===== src/rtl/audio_gain_ramp_pkg.sv =====
// Shared audio definitions: default widths, unity gain and ramp-state encoding.
package audio_gain_ramp_pkg;

    localparam int DEF_DATA_W   = 24;
    localparam int DEF_CHANNELS = 2;
    localparam int DEF_GAIN_W   = 8;

    // Gain is a fixed-point value with GAIN_W-1 fractional bits.
    localparam logic [DEF_GAIN_W-1:0] UNITY_GAIN = 8'd128;

    typedef enum logic [1:0] {
        StSteady   = 2'd0,
        StRampUp   = 2'd1,
        StRampDown = 2'd2
    } ramp_state_e;

endpackage


===== src/rtl/sample_scale_sat.sv =====
// One channel of the gain datapath: registered multiply, then registered
// arithmetic shift with saturation and a clip flag.
module sample_scale_sat #(
    parameter int DATA_W = 24,
    parameter int GAIN_W = 8
) (
    input  logic              clk_i,
    input  logic              rst_i,
    input  logic              en_i,
    input  logic [DATA_W-1:0] sample_i,
    input  logic [GAIN_W-1:0] gain_i,
    output logic [DATA_W-1:0] result_o,
    output logic              clip_o
);

    localparam int PROD_W = DATA_W + GAIN_W + 1;

    localparam logic signed [PROD_W-1:0] MAX_V =
        {{(PROD_W - DATA_W + 1){1'b0}}, {(DATA_W - 1){1'b1}}};
    localparam logic signed [PROD_W-1:0] MIN_V =
        {{(PROD_W - DATA_W + 1){1'b1}}, {(DATA_W - 1){1'b0}}};

    logic signed [PROD_W-1:0] sample_ext;
    logic signed [PROD_W-1:0] gain_ext;
    logic signed [PROD_W-1:0] prod_d;
    logic signed [PROD_W-1:0] prod_q;
    logic signed [PROD_W-1:0] shifted;
    logic [DATA_W-1:0]        result_d;
    logic                     clip_d;

    // Signed sample times zero-extended gain, then floor-shift and clamp.
    always_comb begin
        sample_ext = {{(GAIN_W + 1){sample_i[DATA_W-1]}}, sample_i};
        gain_ext   = {{(DATA_W + 1){1'b0}}, gain_i};
        prod_d     = sample_ext * gain_ext;
        shifted    = prod_q >>> (GAIN_W - 1);
        result_d   = shifted[DATA_W-1:0];
        clip_d     = 1'b0;
        if (shifted > MAX_V) begin
            result_d = MAX_V[DATA_W-1:0];
            clip_d   = 1'b1;
        end else if (shifted < MIN_V) begin
            result_d = MIN_V[DATA_W-1:0];
            clip_d   = 1'b1;
        end
    end

    // Both stages advance together under the global stall enable.
    always_ff @(posedge clk_i or posedge rst_i) begin
        if (rst_i) begin
            prod_q   <= '0;
            result_o <= '0;
            clip_o   <= 1'b0;
        end else if (en_i) begin
            prod_q   <= prod_d;
            result_o <= result_d;
            clip_o   <= clip_d;
        end
    end

endmodule


===== src/rtl/audio_gain_ramp.sv =====
// Multichannel gain stage with a pop-free gain ramp and valid/ready handshake.
module audio_gain_ramp
    import audio_gain_ramp_pkg::*;
#(
    parameter int DATA_W    = DEF_DATA_W,
    parameter int CHANNELS  = DEF_CHANNELS,
    parameter int GAIN_W    = DEF_GAIN_W,
    parameter int RAMP_STEP = 4
) (
    input  logic                       CLOCK_50,
    input  logic                       reset,
    input  logic [GAIN_W-1:0]          gain_target,
    input  logic                       mute,
    input  logic                       in_valid,
    output logic                       in_ready,
    input  logic [CHANNELS*DATA_W-1:0] in_data,
    output logic                       out_valid,
    input  logic                       out_ready,
    output logic [CHANNELS*DATA_W-1:0] out_data,
    output logic [CHANNELS-1:0]        clip,
    output logic [GAIN_W-1:0]          gain_current
);

    localparam logic [GAIN_W-1:0] STEP = GAIN_W'(RAMP_STEP);

    ramp_state_e       state_q, state_d;
    logic [GAIN_W-1:0] gain_q, gain_d;
    logic [GAIN_W-1:0] target;
    logic [GAIN_W-1:0] diff;
    logic              valid1_q;
    logic              out_valid_q;
    logic              advance;
    logic              accept;

    assign advance      = out_ready | ~out_valid_q;
    assign in_ready     = advance;
    assign accept       = in_valid & advance;
    assign out_valid    = out_valid_q;
    assign gain_current = gain_q;

    // Pipeline valid bits follow the datapath under the same stall.
    always_ff @(posedge CLOCK_50 or posedge reset) begin
        if (reset) begin
            valid1_q    <= 1'b0;
            out_valid_q <= 1'b0;
        end else if (advance) begin
            valid1_q    <= in_valid;
            out_valid_q <= valid1_q;
        end
    end

    // Ramp decision on each accepted frame; the step is clamped to the target.
    always_comb begin
        state_d = state_q;
        gain_d  = gain_q;
        target  = mute ? '0 : gain_target;
        diff    = '0;
        if (accept) begin
            if (gain_q < target) begin
                state_d = StRampUp;
                diff    = target - gain_q;
                gain_d  = (diff > STEP) ? gain_q + STEP : target;
            end else if (gain_q > target) begin
                state_d = StRampDown;
                diff    = gain_q - target;
                gain_d  = (diff > STEP) ? gain_q - STEP : target;
            end else begin
                state_d = StSteady;
            end
        end
    end

    // Ramp state and current gain register.
    always_ff @(posedge CLOCK_50 or posedge reset) begin
        if (reset) begin
            state_q <= StSteady;
            gain_q  <= '0;
        end else begin
            state_q <= state_d;
            gain_q  <= gain_d;
        end
    end

    // Each channel is scaled with the gain held before this frame's update.
    for (genvar k = 0; k < CHANNELS; k++) begin : g_ch
        sample_scale_sat #(
            .DATA_W(DATA_W),
            .GAIN_W(GAIN_W)
        ) u_scale (
            .clk_i   (CLOCK_50),
            .rst_i   (reset),
            .en_i    (advance),
            .sample_i(in_data[k*DATA_W +: DATA_W]),
            .gain_i  (gain_q),
            .result_o(out_data[k*DATA_W +: DATA_W]),
            .clip_o  (clip[k])
        );
    end

endmodule

===== config.mk =====
export PLATFORM = sky130hd
export DESIGN_NAME = audio_gain_ramp
export DESIGN_NICKNAME = d
export VERILOG_FILES = /design/src/rtl/audio_gain_ramp_pkg.sv /design/src/rtl/sample_scale_sat.sv /design/src/rtl/audio_gain_ramp.sv
export SDC_FILE = /design/constraint.sdc
export NUM_CORES = 1
export LEC_CHECK = 0
export CELL_PAD_IN_SITES_DETAIL_PLACEMENT = 1
export CELL_PAD_IN_SITES_GLOBAL_PLACEMENT = 2
export CORE_MARGIN = 2
export CORE_UTILIZATION = 35
export CTS_CLUSTER_SIZE = 25
export DETAILED_ROUTE_END_ITERATION = 10
export GPL_ROUTABILITY_DRIVEN = 0
export PLACE_DENSITY = 0.77
export SLEW_MARGIN = 20
export SYNTH_ARGS = -nofsm -noshare
export SYNTH_HDL_FRONTEND = slang
export SYNTH_SLANG_ARGS = --single-unit

===== constraint.sdc =====
create_clock -name CLOCK_50 -period 5.89 [get_ports CLOCK_50]
set_clock_uncertainty 0.05 [all_clocks]
set_input_delay 1.178 -clock CLOCK_50 [delete_from_list [all_inputs] [get_ports CLOCK_50]]
set_output_delay 1.178 -clock CLOCK_50 [all_outputs]
set_load 0.02 [all_outputs]

# Word level (Yosys, flattened, before mapping)
# Index checks and enable logic that the tools add are counted.
word_totals:
  out_inout_bits: 60
  ff_bits: 126
  wordCells: 41
  in_bits: 61
op_classes:
  add_sub_neg: 4
  n_reduce_logical: 2
  multipliers: 2
  mux: 13
  bitwise_logic: 3
  n_lt_le_gt_ge: 8
op_table:
  columns: ["operator", "n"]
  rows:
  - ["two-way mux 24 bit", 4]
  - ["multiplier 24 x 9 -> 33 bit", 2]
  - ["greater-than comparator 26 x 24 -> 1 bit, second input constant", 2]
  - ["< comparator 26 x 24 -> 1 bit, second input constant", 2]
  - ["two-way mux 8 bit", 5]
  - ["greater-than comparator 8 x 3 -> 1 bit, second input constant", 2]
  - ["subtractor 8 bit", 2]
  - ["adder 8 x 3 -> 8 bit, second input constant", 1]
  - ["greater-than comparator 8 bit", 1]
  - ["< comparator 8 bit", 1]
  - ["subtractor 8 x 3 -> 8 bit, second input constant", 1]
  - ["two-way mux 1 bit", 4]
  - ["AND reduction 2 bit", 1]
  - ["nonzero test 2 bit", 1]
  - ["AND 1 bit", 1]
  - ["NOT 1 bit", 1]
  - ["OR 1 bit", 1]

# Depth between registers and ports, before layout
# Gate-level depths: netlist of run 1.
depth:
  ltp_word: 6
  ltp_mapped: 21
  depth_no_buf: 19

# Modules after synthesis
# A second synthesis of run 1 with hierarchy kept.
unflattened:
  hier_cells: 2163
  hier_area_um2: 19100.8
by_module_without_submodules:
  columns: ["module", "cells_per_inst", "instances", "seq_area_each_um2", "area_per_inst_um2"]
  rows:
  - ["sample_scale_sat at g_ch[1].u_scale", 1012, 1, 1276.2, 8908.5]
  - ["sample_scale_sat at g_ch[0].u_scale", 964, 1, 1276.2, 8679.6]
  - ["audio_gain_ramp", 187, 1, 250.2, 1512.7]

# Worst setup path after synthesis of run 1
# OpenSTA, ideal clock, no wires.
synth_path:
  kind: "flip-flop to flip-flop"
  start: "reg gain_q[2] (netlist: gain_current[2])"
  end: "reg g_ch[0].u_scale.prod_q[30]"
  setup_slack_ps: 178
  stages_incl_launch_ff: 21
  arrival_time_ps: 5566
  n_path_buf: 3
  setup_ps: 95
  t_required_ps: 5745
  path_cell_list: "dfrtp_1 -> clkbuf_1 -> clkbuf_1 -> clkbuf_1 -> nand2_1 -> fa_1 -> inv_1 -> fa_1 -> fa_1 -> inv_1 -> fa_1 -> inv_1 -> ha_1 -> and2_1 -> and3_1 -> a221o_1 -> a21oi_2 -> a21oi_1 -> or4_1 -> and3_1 -> o31ai_1"
synth_between:
  elab_chain_len: 1
synth_rtl:
  columns: ["element", "line", "text"]
  rows:
  - ["from (decl)", "audio_gain_ramp.sv:27", "logic [GAIN_W-1:0] gain_q, gain_d;"]
  - ["from (signal assigned)", "audio_gain_ramp.sv:80", "gain_q <= gain_d;"]
  - ["multiplier 24 x 9 -> 33 bit", "sample_scale_sat.sv:35", "prod_d = sample_ext * gain_ext;"]
  - ["to (signal assigned)", "sample_scale_sat.sv:55", "prod_q <= prod_d;"]
  - ["to (decl)", "sample_scale_sat.sv:26", "logic signed [PROD_W-1:0] prod_q;"]
# No other way between the ends.
# A chain may end at the register's enable or synchronous reset.

# Worst setup path after layout of run 1
layout_path:
  start: "in in_data[24]"
  end: "reg g_ch[1].u_scale.prod_q[26]"
layout_between:
  elab_chain_len: 1
layout_rtl:
  columns: ["element", "line", "text"]
  rows:
  - ["from (decl)", "audio_gain_ramp.sv:16", "input logic [CHANNELS*DATA_W-1:0] in_data,"]
  - ["multiplier 24 x 9 -> 33 bit", "sample_scale_sat.sv:35", null]
  - ["to (signal assigned)", "sample_scale_sat.sv:55", null]
  - ["to (decl)", "sample_scale_sat.sv:26", null]
# No other way between the ends.

==> results of run 1 <==
[cells in the mapped netlist (4+ instances only)]
library cell  count  area, um2
and2_1          185       1157
nor2b_1           7      43.79
o31ai_1          18      135.1
buf_1             6      22.52
or3_1             4      25.02
o21ai_0         100      500.5
nand2b_1         17      106.4
a211oi_1          7      52.55
o21a_1           19      142.6
ha_1            141       1764
a221oi_1          7      61.31
nor4_1            8      50.05
clkbuf_1         74      277.8
o211a_1           6      60.06
nor3b_1           9      67.56
nor2_1           82      307.8
o211ai_1          8      60.06
mux2i_1           5      50.05
nand3_1          18      90.09
nor3_1           32      160.2
fa_1            299       5986
o221ai_1          4      35.03
o2111ai_1         5      43.79
a21o_1           31      232.7
xor2_1            9      78.83
nand4_1           8      50.05
nand2_1         315       1182
xnor2_1          22      192.7
inv_1           441       1655
dfrtp_1         112       2803
and3_1            7      43.79
o21bai_1         11      82.58
a21oi_1          51      255.2
[timing repair]
item                       4_1_cts  5_1_grt
setup buffers                    5        6
setup endpoints to repair       33       29
gates resized for setup         43       81
gates cloned                     0        0
pin swaps                       23       28
[registers in the layout (all words and copies together), names as in the netlist]
name                   flops
out_valid                  1
g_ch.u_scale.clip_o        2
g_ch.u_scale.prod_q       52
valid1_q                   1
gain_current               8
g_ch.u_scale.result_o     48
[path summary, 6_finish.rpt]
check,endpoint,slack [ns],from,cells past startpoint
worst max-delay path,g_ch[1].u_scale.prod_q[26],0.19,in_data[24],16
worst min-delay path,out_valid,0.42,valid1_q,1
worst max register to register,g_ch[1].u_scale.prod_q[26],0.29,gain_current[4],18
worst min register to register,out_valid,0.42,valid1_q,1
max in group asynchronous,g_ch[1].u_scale.prod_q[11],3.63,reset,3
min in group asynchronous,g_ch[0].u_scale.result_o[7],1.18,reset,2
[cells by family (layout without fill, tap and decap cells)]
logic type	Yosys count	count (layout)	synth area share (%)
mux	6	6	0.3330
other cells	0	5	0
simple gates	710	710	18.76
compound gates	312	312	11.40
fa+ha+maj	440	440	42.09
flops	112	112	15.22
xor+xnor	31	31	1.474
buf+inv	524	805	10.73
[layout make-up]
type / count / area (um2) / area share [%]
Inverter: 441 / 1658 / 7.359
Clock inverter: 7 / 76.32 / 0.3388
Tap cell: 688 / 860.8 / 3.821
Clock buffer: 9 / 225.2 / 0.9997
Timing Repair Buffer: 348 / 2990 / 13.27
Multi-Input combinational cell: 1499 / 13900 / 61.69
Antenna cell: 5 / 12.51 / 0.05554
Sequential cell: 112 / 2806 / 12.46
[layer usage]
metal / wire length, um / vias to the layer above / global-route usage, %
met2: 24480 / 175 / 32.92
met3: 1350 / 35 / 1.941
met1: 26630 / 7555 / 28.99
met4: 482 / 4 / 3.679
met5: 27 / - / 0
li1: - / 7202 / -
[stage by stage]
| step | std cells | TNS (ns) | instance area [um2] |
|---|---|---|---|
| detailed placement | 3077 | -23.82 | 21890 |
| floorplan | 2135 | 0 | 18410 |
| CTS | 3098 | 0 | 22300 |
| global placement | 3077 | -19.68 | 21890 |
| finish | 3109 | 0 | 22530 |
| global route | 3106 | -0.001839 | 22520 |
==> out/qor.txt, run 1 <==
CTS tree: done
Vias in the first global route: 16,667
# fillers: 6,140
Utilization after layout: 43.13%
Die ar.: 54,460 um2
Worst Path Required: 6.15 ns
DRT Pass-1 Iters: 7
Root buffer cell: clkbuf_16
Area grow syn2layout: 22.34%
GR Util All Layers: 20.07%
Syn Inst Count: 2,135
DRT antenna net count: 0
Minimum clock period: 5.700 ns
Die extent in x: 233.4 um
CP arrival: 5.96 ns
Clock sinks: 112
Flops & latches, synth: 112
Clk slew on worst S/H paths: 0.08 ns
Chip height: 233.4 um
Dpl hpwl: 43.89 mm
Crit path top cell by count: fa_1
Bufs on Longest Clock Path: 2
WL/cell: 17.04 um
CP delay by family, top: adder cells
Mapped Area: 18,410 um2
CP Capture Type: flip-flop
Yosys warning count: 0
CP Buf/Inv Count: 2
Synthesized area per cell: 8.625 um2
CTS buffer count: 9
Hold Slack: 0.4201 ns
Fin nets: 2,912
Most frequent cells in the layout: 438 x inv_1, 313 x nand2_1, 294 x fa_1
Via count: 14,971
Async S/R FF share, synth: 100.0%
Worst hold path type: reg2reg
Share of layout cells above drive strength 1: 13.12%
EDFF count, synth: 0
Drt drc: 0
Slew headroom: 51.11%
Worst Tran Pin Value: 0.7334 ns
Mapped Nets: 2,636
Crit path launch type: input pin
Commonest non-fill, non-tap cell in the layout: inv_1
Core area: 52,240 um2
Total gr overflow: 0
Period Utilization, post-route: 96.77%
Setup-failing EPs final: 0
Post-route worst setup slack: 0.1900 ns
Antenna violations before repair: 5
Crit-path max FO: 5
Maximum number of pins on one net before global-route repair: 79
Slew Viols, Final: 0
Hold Vio Cnt, Final: 0
Clk_lat worst skew: 0.39 ns
Max_cap viols: 0
Pre-CTS setup slack: -0.9609 ns
Sequential area share after synthesis: 15.22%
PortBufs: 120
Number of vias per cell: 4.815
Most used DFF post-synth: dfrtp_1
Run status: complete, no violations
Fmax: 0.1754 GHz
Post-Route WL: 52.97 mm
CP max stage cell: fa_1
Starting Density: 35.25%
Critical-path cell list: clkdlybuf4s50_1 -> and2_1 -> fa_1 -> fa_1 -> ha_1 -> fa_1 -> ha_4 -> a21oi_2 -> o21bai_4 -> a2111oi_4 -> buf_12 -> nor4b_4 -> o2111a_1 -> o31a_1 -> or3_1 -> nand3_1
Yosys cell types: 73
Row cnt: 84
CP Class: in2reg
First-pass GRT wire length: 87.20 mm
DRT iter0 DRCs: 612
CP max stage delay: 0.60 ns
Hold-fix buffers, CTS: 0
CTS H-tree depth: 3
Io pins: 121
Power of run 1 is not shown: default switching activity piles up to over one toggle a cycle in this logic, so the estimate is an artifact.
==> run 2: changes to the inputs <==
--- a/config.mk
+++ b/config.mk
@@ -8,12 +8,13 @@
 export CELL_PAD_IN_SITES_DETAIL_PLACEMENT = 1
 export CELL_PAD_IN_SITES_GLOBAL_PLACEMENT = 2
 export CORE_MARGIN = 2
-export CORE_UTILIZATION = 35
-export CTS_CLUSTER_SIZE = 25
+export CORE_UTILIZATION = 38
 export DETAILED_ROUTE_END_ITERATION = 10
+export DONT_BUFFER_PORTS = 1
 export GPL_ROUTABILITY_DRIVEN = 0
 export PLACE_DENSITY = 0.77
 export SLEW_MARGIN = 20
 export SYNTH_ARGS = -nofsm -noshare
 export SYNTH_HDL_FRONTEND = slang
+export SYNTH_HIERARCHICAL = 1
 export SYNTH_SLANG_ARGS = --single-unit
==> out/qor.txt, run 2 <==
Run status: complete, no violations
Die ar.: 52,080 um2
Setup-failing EPs final: 0
WL/cell: 18.33 um
Max_cap viols: 0
Post-synth top cells: 459 x inv_1, 299 x fa_1, 267 x nand2_1
# fillers: 5,869
Fmax: 0.1801 GHz
Post-Route WL: 51.45 mm
Synthesized area per cell: 8.831 um2
Io pins: 121
Period Utilization, post-route: 94.25%
Post-Place Cells: 2,791
Clk_lat worst skew: 0.39 ns
Reg2reg end: g_ch[0].u_scale/prod_q[24]
Vias in the first global route: 16,376
Worst Path Required: 6.12 ns
CTS buffer count: 9
DRT antenna net count: 0
First-pass GRT wire length: 87.44 mm
Syn Inst Count: 2,163
Row cnt: 82
DRT Pass-1 Iters: 4
Dpl hpwl: 42.68 mm
Sequential area share after synthesis: 14.67%
Share of layout cells above drive strength 1: 5.574%
Mapped Area: 19,100 um2
Yosys cell types: 82
Most flops, register: g_ch.u_scale/prod_q
DRT iter0 DRCs: 454
Core area: 49,860 um2
CTS H-tree depth: 3
Mapped Nets: 2,666
Root buffer cell: clkbuf_16
CP arrival: 5.78 ns
RSZ-0062 raised after global routing: false
Top-count cell post-synth: inv_1
Yosys warning count: 6
CTS tree: done
Utilization after layout: 40.68%
Pre-CTS setup slack: 0.1500 ns
GR Util All Layers: 20.60%
Seq. cell area: 2815 um2
Flops & latches, synth: 112
Setup slack, reg-to-reg: 0.34 ns
Via count: 14,358
Synth top area share: 31.34%
Hold Vio Cnt, Final: 0
Most frequent cells in the layout: 457 x inv_1, 299 x fa_1, 267 x nand2_1
Hold Path End: out_valid
Minimum clock period: 5.551 ns
Largest cells by area after synthesis: fa_1 31%, dfrtp_1 15%, ha_1 9.4%
Hold Path Stages: 1
Slew Viols, Final: 0
Crit path launch type: flip-flop
Clock sinks: 112
Multi-input gate area: 14,300 um2
Min-Delay Startpoint: valid1_q
Number of vias per cell: 5.115
Async S/R FF share, synth: 100.0%
Maximum number of pins on one net before global-route repair: 52
Clk slew on worst S/H paths: 0.10 ns
Starting Density: 38.31%
Drt drc: 0
Worst Tran Pin Value: 0.8709 ns
Final cell count without fillers: 2,807
Post-CTS Repair Setup Buffers: 0
Commonest non-fill, non-tap cell in the layout: inv_1
CP Capture Type: flip-flop
TNS Setup: 0 ns
Bufs on Longest Clock Path: 2
Dominant cell type by area after synthesis: fa_1
Antenna violations before repair: 0
Worst hold path type: reg2reg
Crit-path max FO: 34
Total gr overflow: 0
Most used DFF post-synth: dfrtp_1
Crit path top cell by count: fa_1
Antenna diodes: 0
CP max stage cell: dfrtp_4
RR Startpoint: gain_current[3]
CP max stage delay: 0.76 ns
Fin nets: 2,633
FF-to-FF path depth: 17
Die extent in x: 228.2 um
Critical-path cell list: buf_4 -> nand2_1 -> fa_1 -> inv_1 -> fa_1 -> fa_1 -> inv_1 -> fa_1 -> inv_1 -> ha_1 -> nand2_1 -> o21a_1 -> nor3_2 -> nor3_4 -> o41ai_4 -> xor2_1 -> mux2_2
EDFF count, synth: 0
PortBufs: 0
Chip height: 228.2 um
Slew headroom: 41.87%
Max reg flops: 52
CP Class: reg2reg
Area grow syn2layout: 6.184%
Post-route worst setup slack: 0.3385 ns
[run 2: timing repair]
item / 4_1_cts / 5_1_grt
endpoints found under the setup margin: 0 / 6
gates resized for setup: 0 / 1
hold buffers: 0 / 0
[run 2: how the worst max path moves through the flow]
stage,slack [ns],depth (start not counted),endpoint,start
floorplan,0.24,17,g_ch[1].u_scale/prod_q[32],in_data[47]
global placement,0.26,15,g_ch[1].u_scale/prod_q[13],in_data[32]
detailed placement,0.15,17,g_ch[0].u_scale/prod_q[24],gain_current[3]
CTS,0.13,17,g_ch[0].u_scale/prod_q[24],gain_current[3]
global route,0.10,17,g_ch[0].u_scale/prod_q[32],gain_current[3]
finish,0.34,17,g_ch[0].u_scale/prod_q[24],gain_current[3]
[run 2: per-layer routing]
layer  track usage (%)  wire (um)
met1             25.65      22650
met2             37.66      26260
met3             2.813       1582
met4             4.820        951
met5                 0          0
[run 2: critical path: cells and delay by family (launching register included)]
| kind | cells | cell delay [ns] |
|---|---|---|
| mux | 1 | 0.28 |
| xor+xnor | 1 | 0.11 |
| simple gates | 4 | 0.71 |
| compound gates | 2 | 0.66 |
| fa+ha+maj | 5 | 2.40 |
| flops | 1 | 0.76 |
| buf+inv | 4 | 0.46 |
[run 2: cells by family (layout without fill, tap and decap cells)]
logic type,Yosys count,in the layout,synth area share [%]
muxes,34,34,1.978
AOI/OAI and AO/OA,313,313,12.46
buffers and inverters,533,505,10.51
adders and majority gates,442,442,40.70
xor gates and xnor gates,43,43,1.972
DFF,112,112,14.67
and+or+nand+nor,686,686,17.71
[run 2: final cells by class]
class,count,area share (%)
clock inverters,7,0.4627
multi-input cells,1518,70.50
flip-flops and latches,112,13.88
well taps,672,4.146
repair buffers,29,1.382
clock buffers,9,1.110
inverters,460,8.519
[run 2: metrics by stage]
step / hold slack, ns / cell area [um2]
6_report: 0.4186 / 20280
5_1_grt: 0.4529 / 20280
4_1_cts: 0.4170 / 20280
3_5_place_dp: 0.3950 / 19960
3_3_place_gp: 0.3889 / 19960
2_1_floorplan: 0.3805 / 19100
Power of run 2 is left out for the same reason.
==> run 3: changes to the inputs <==
--- a/config.mk
+++ b/config.mk
@@ -12,7 +12,7 @@
 export DETAILED_ROUTE_END_ITERATION = 10
 export DONT_BUFFER_PORTS = 1
 export GPL_ROUTABILITY_DRIVEN = 0
-export PLACE_DENSITY = 0.77
+export PLACE_DENSITY = 0.89
 export SLEW_MARGIN = 20
 export SYNTH_ARGS = -nofsm -noshare
 export SYNTH_HDL_FRONTEND = slang
==> out/qor.txt, run 3 (synthesized netlist as in run 2, its figures left out) <==
Crit path launch type: flip-flop
Worst Tran Pin Value: 0.8619 ns
Setup-failing EPs final: 0
Slew headroom: 42.47%
WL/cell: 18.50 um
Multi-input gate area: 14,300 um2
Bufs on Longest Clock Path: 2
Min-Delay Startpoint: valid1_q
Worst Path Required: 6.10 ns
Total gr overflow: 0
Max_cap viols: 0
Chip height: 228.2 um
Share of layout cells above drive strength 1: 5.483%
Hold-fix buffers, CTS: 0
Most frequent cells in the layout: 457 x inv_1, 299 x fa_1, 267 x nand2_1
Seq. cell area: 2819 um2
Starting Density: 38.31%
Crit-path max FO: 36
Post-Layout Inst Area: 20,270 um2
Die extent in x: 228.2 um
DP Area: 19,950 um2
Number of vias per cell: 5.184
Area grow syn2layout: 6.118%
Via count: 14,551
RR Startpoint: gain_current[5]
Hold Vio Cnt, Final: 0
Row cnt: 82
DRT Pass-1 Iters: 5
Post-Route WL: 51.94 mm
Drt drc: 0
Root buffer cell: clkbuf_16
Fmax: 0.1817 GHz
PortBufs: 0
RSZ-0062 raised after global routing: false
DRT antenna net count: 0
CP Capture Type: flip-flop
Most flops, register: g_ch.u_scale/prod_q
Clock sinks: 112
CTS tree: done
Antenna violations before repair: 1
Worst hold path type: reg2reg
Fin nets: 2,632
Reg2reg end: g_ch[0].u_scale/prod_q[24]
GR Util All Layers: 20.75%
Clk slew on worst S/H paths: 0.09 ns
Slew Viols, Final: 0
Maximum number of pins on one net before global-route repair: 52
DRT iter0 DRCs: 595
CTS buffer count: 9
Vias in the first global route: 16,774
Hold Path End: out_valid
Setup slack, reg-to-reg: 0.39 ns
Hold Path Stages: 1
Commonest non-fill, non-tap cell in the layout: inv_1
# fillers: 5,903
Minimum clock period: 5.503 ns
Period Utilization, post-route: 93.43%
Die ar.: 52,080 um2
Clk_lat worst skew: 0.38 ns
FF-to-FF path depth: 16
CP arrival: 5.71 ns
TNS Setup: 0 ns
Max reg flops: 52
Hold Slack: 0.4202 ns
Dpl hpwl: 42.85 mm
Io pins: 121
Core area: 49,860 um2
CP Class: reg2reg
First-pass GRT wire length: 87.94 mm
Run status: complete, no violations
CTS H-tree depth: 3
run 3: worst max path at each step:
stage,slack [ns],to,startpoint
3_5_place_dp,0.19,g_ch[0].u_scale/prod_q[24],in_data[4]
3_3_place_gp,0.25,g_ch[0].u_scale/prod_q[24],in_data[5]
2_1_floorplan,0.24,g_ch[1].u_scale/prod_q[32],in_data[47]
6_report,0.39,g_ch[0].u_scale/prod_q[24],gain_current[5]
4_1_cts,0.18,g_ch[0].u_scale/prod_q[24],gain_current[5]
5_1_grt,0.003,g_ch[0].u_scale/prod_q[30],gain_current[5]
run 3: layout make-up:
class                   count  share of cell area, %
multi-input cells        1518                  70.54
flip-flops and latches    112                  13.91
inverters                 460                  8.525
well taps                 672                  4.148
repair buffers             28                  1.346
clock buffers               9                  1.111
clock inverters             7                 0.4074
diodes                      1                0.01235
run 3: worst max-delay path, cell delays in order, from the launching register on:
cell	delay, ns
dfrtp_4	0.71
buf_4	0.28
and2_1	0.16
fa_1	0.55
fa_1	0.45
fa_1	0.56
inv_1	0.06
fa_1	0.53
inv_1	0.04
ha_1	0.40
nand2_1	0.16
nor3_1	0.21
and4_4	0.29
nor3_4	0.07
o41ai_4	0.44
xor2_1	0.12
mux2_2	0.28
run 3: what timing repair did:
action | in CTS | in global routing
setup buffers | 0 | 0
gates resized for setup | 0 | 3
endpoints found under the hold margin | 0 | 0
endpoints found under the setup margin | 0 | 7
run 3: per-stage QoR:
step	setup WS (ns)	std cells	utilization (%)
after CTS	0.1834	2806	40.63
after floorplan	0.2380	2163	-
after global routing	0.003447	2806	40.65
after global placement	0.2509	2790	40.01
final	0.3872	2807	40.65
after detailed placement	0.1865	2790	40.01
run 3: metal layers:
layer,up-vias,global-route usage [%],routed length [um]
li1,6752,-,-
met4,0,4.902,1051
met5,-,0,0
met3,54,2.650,1729
met2,222,38.52,26960
met1,7523,25.44,22200
Power of run 3 is left out for the same reason.
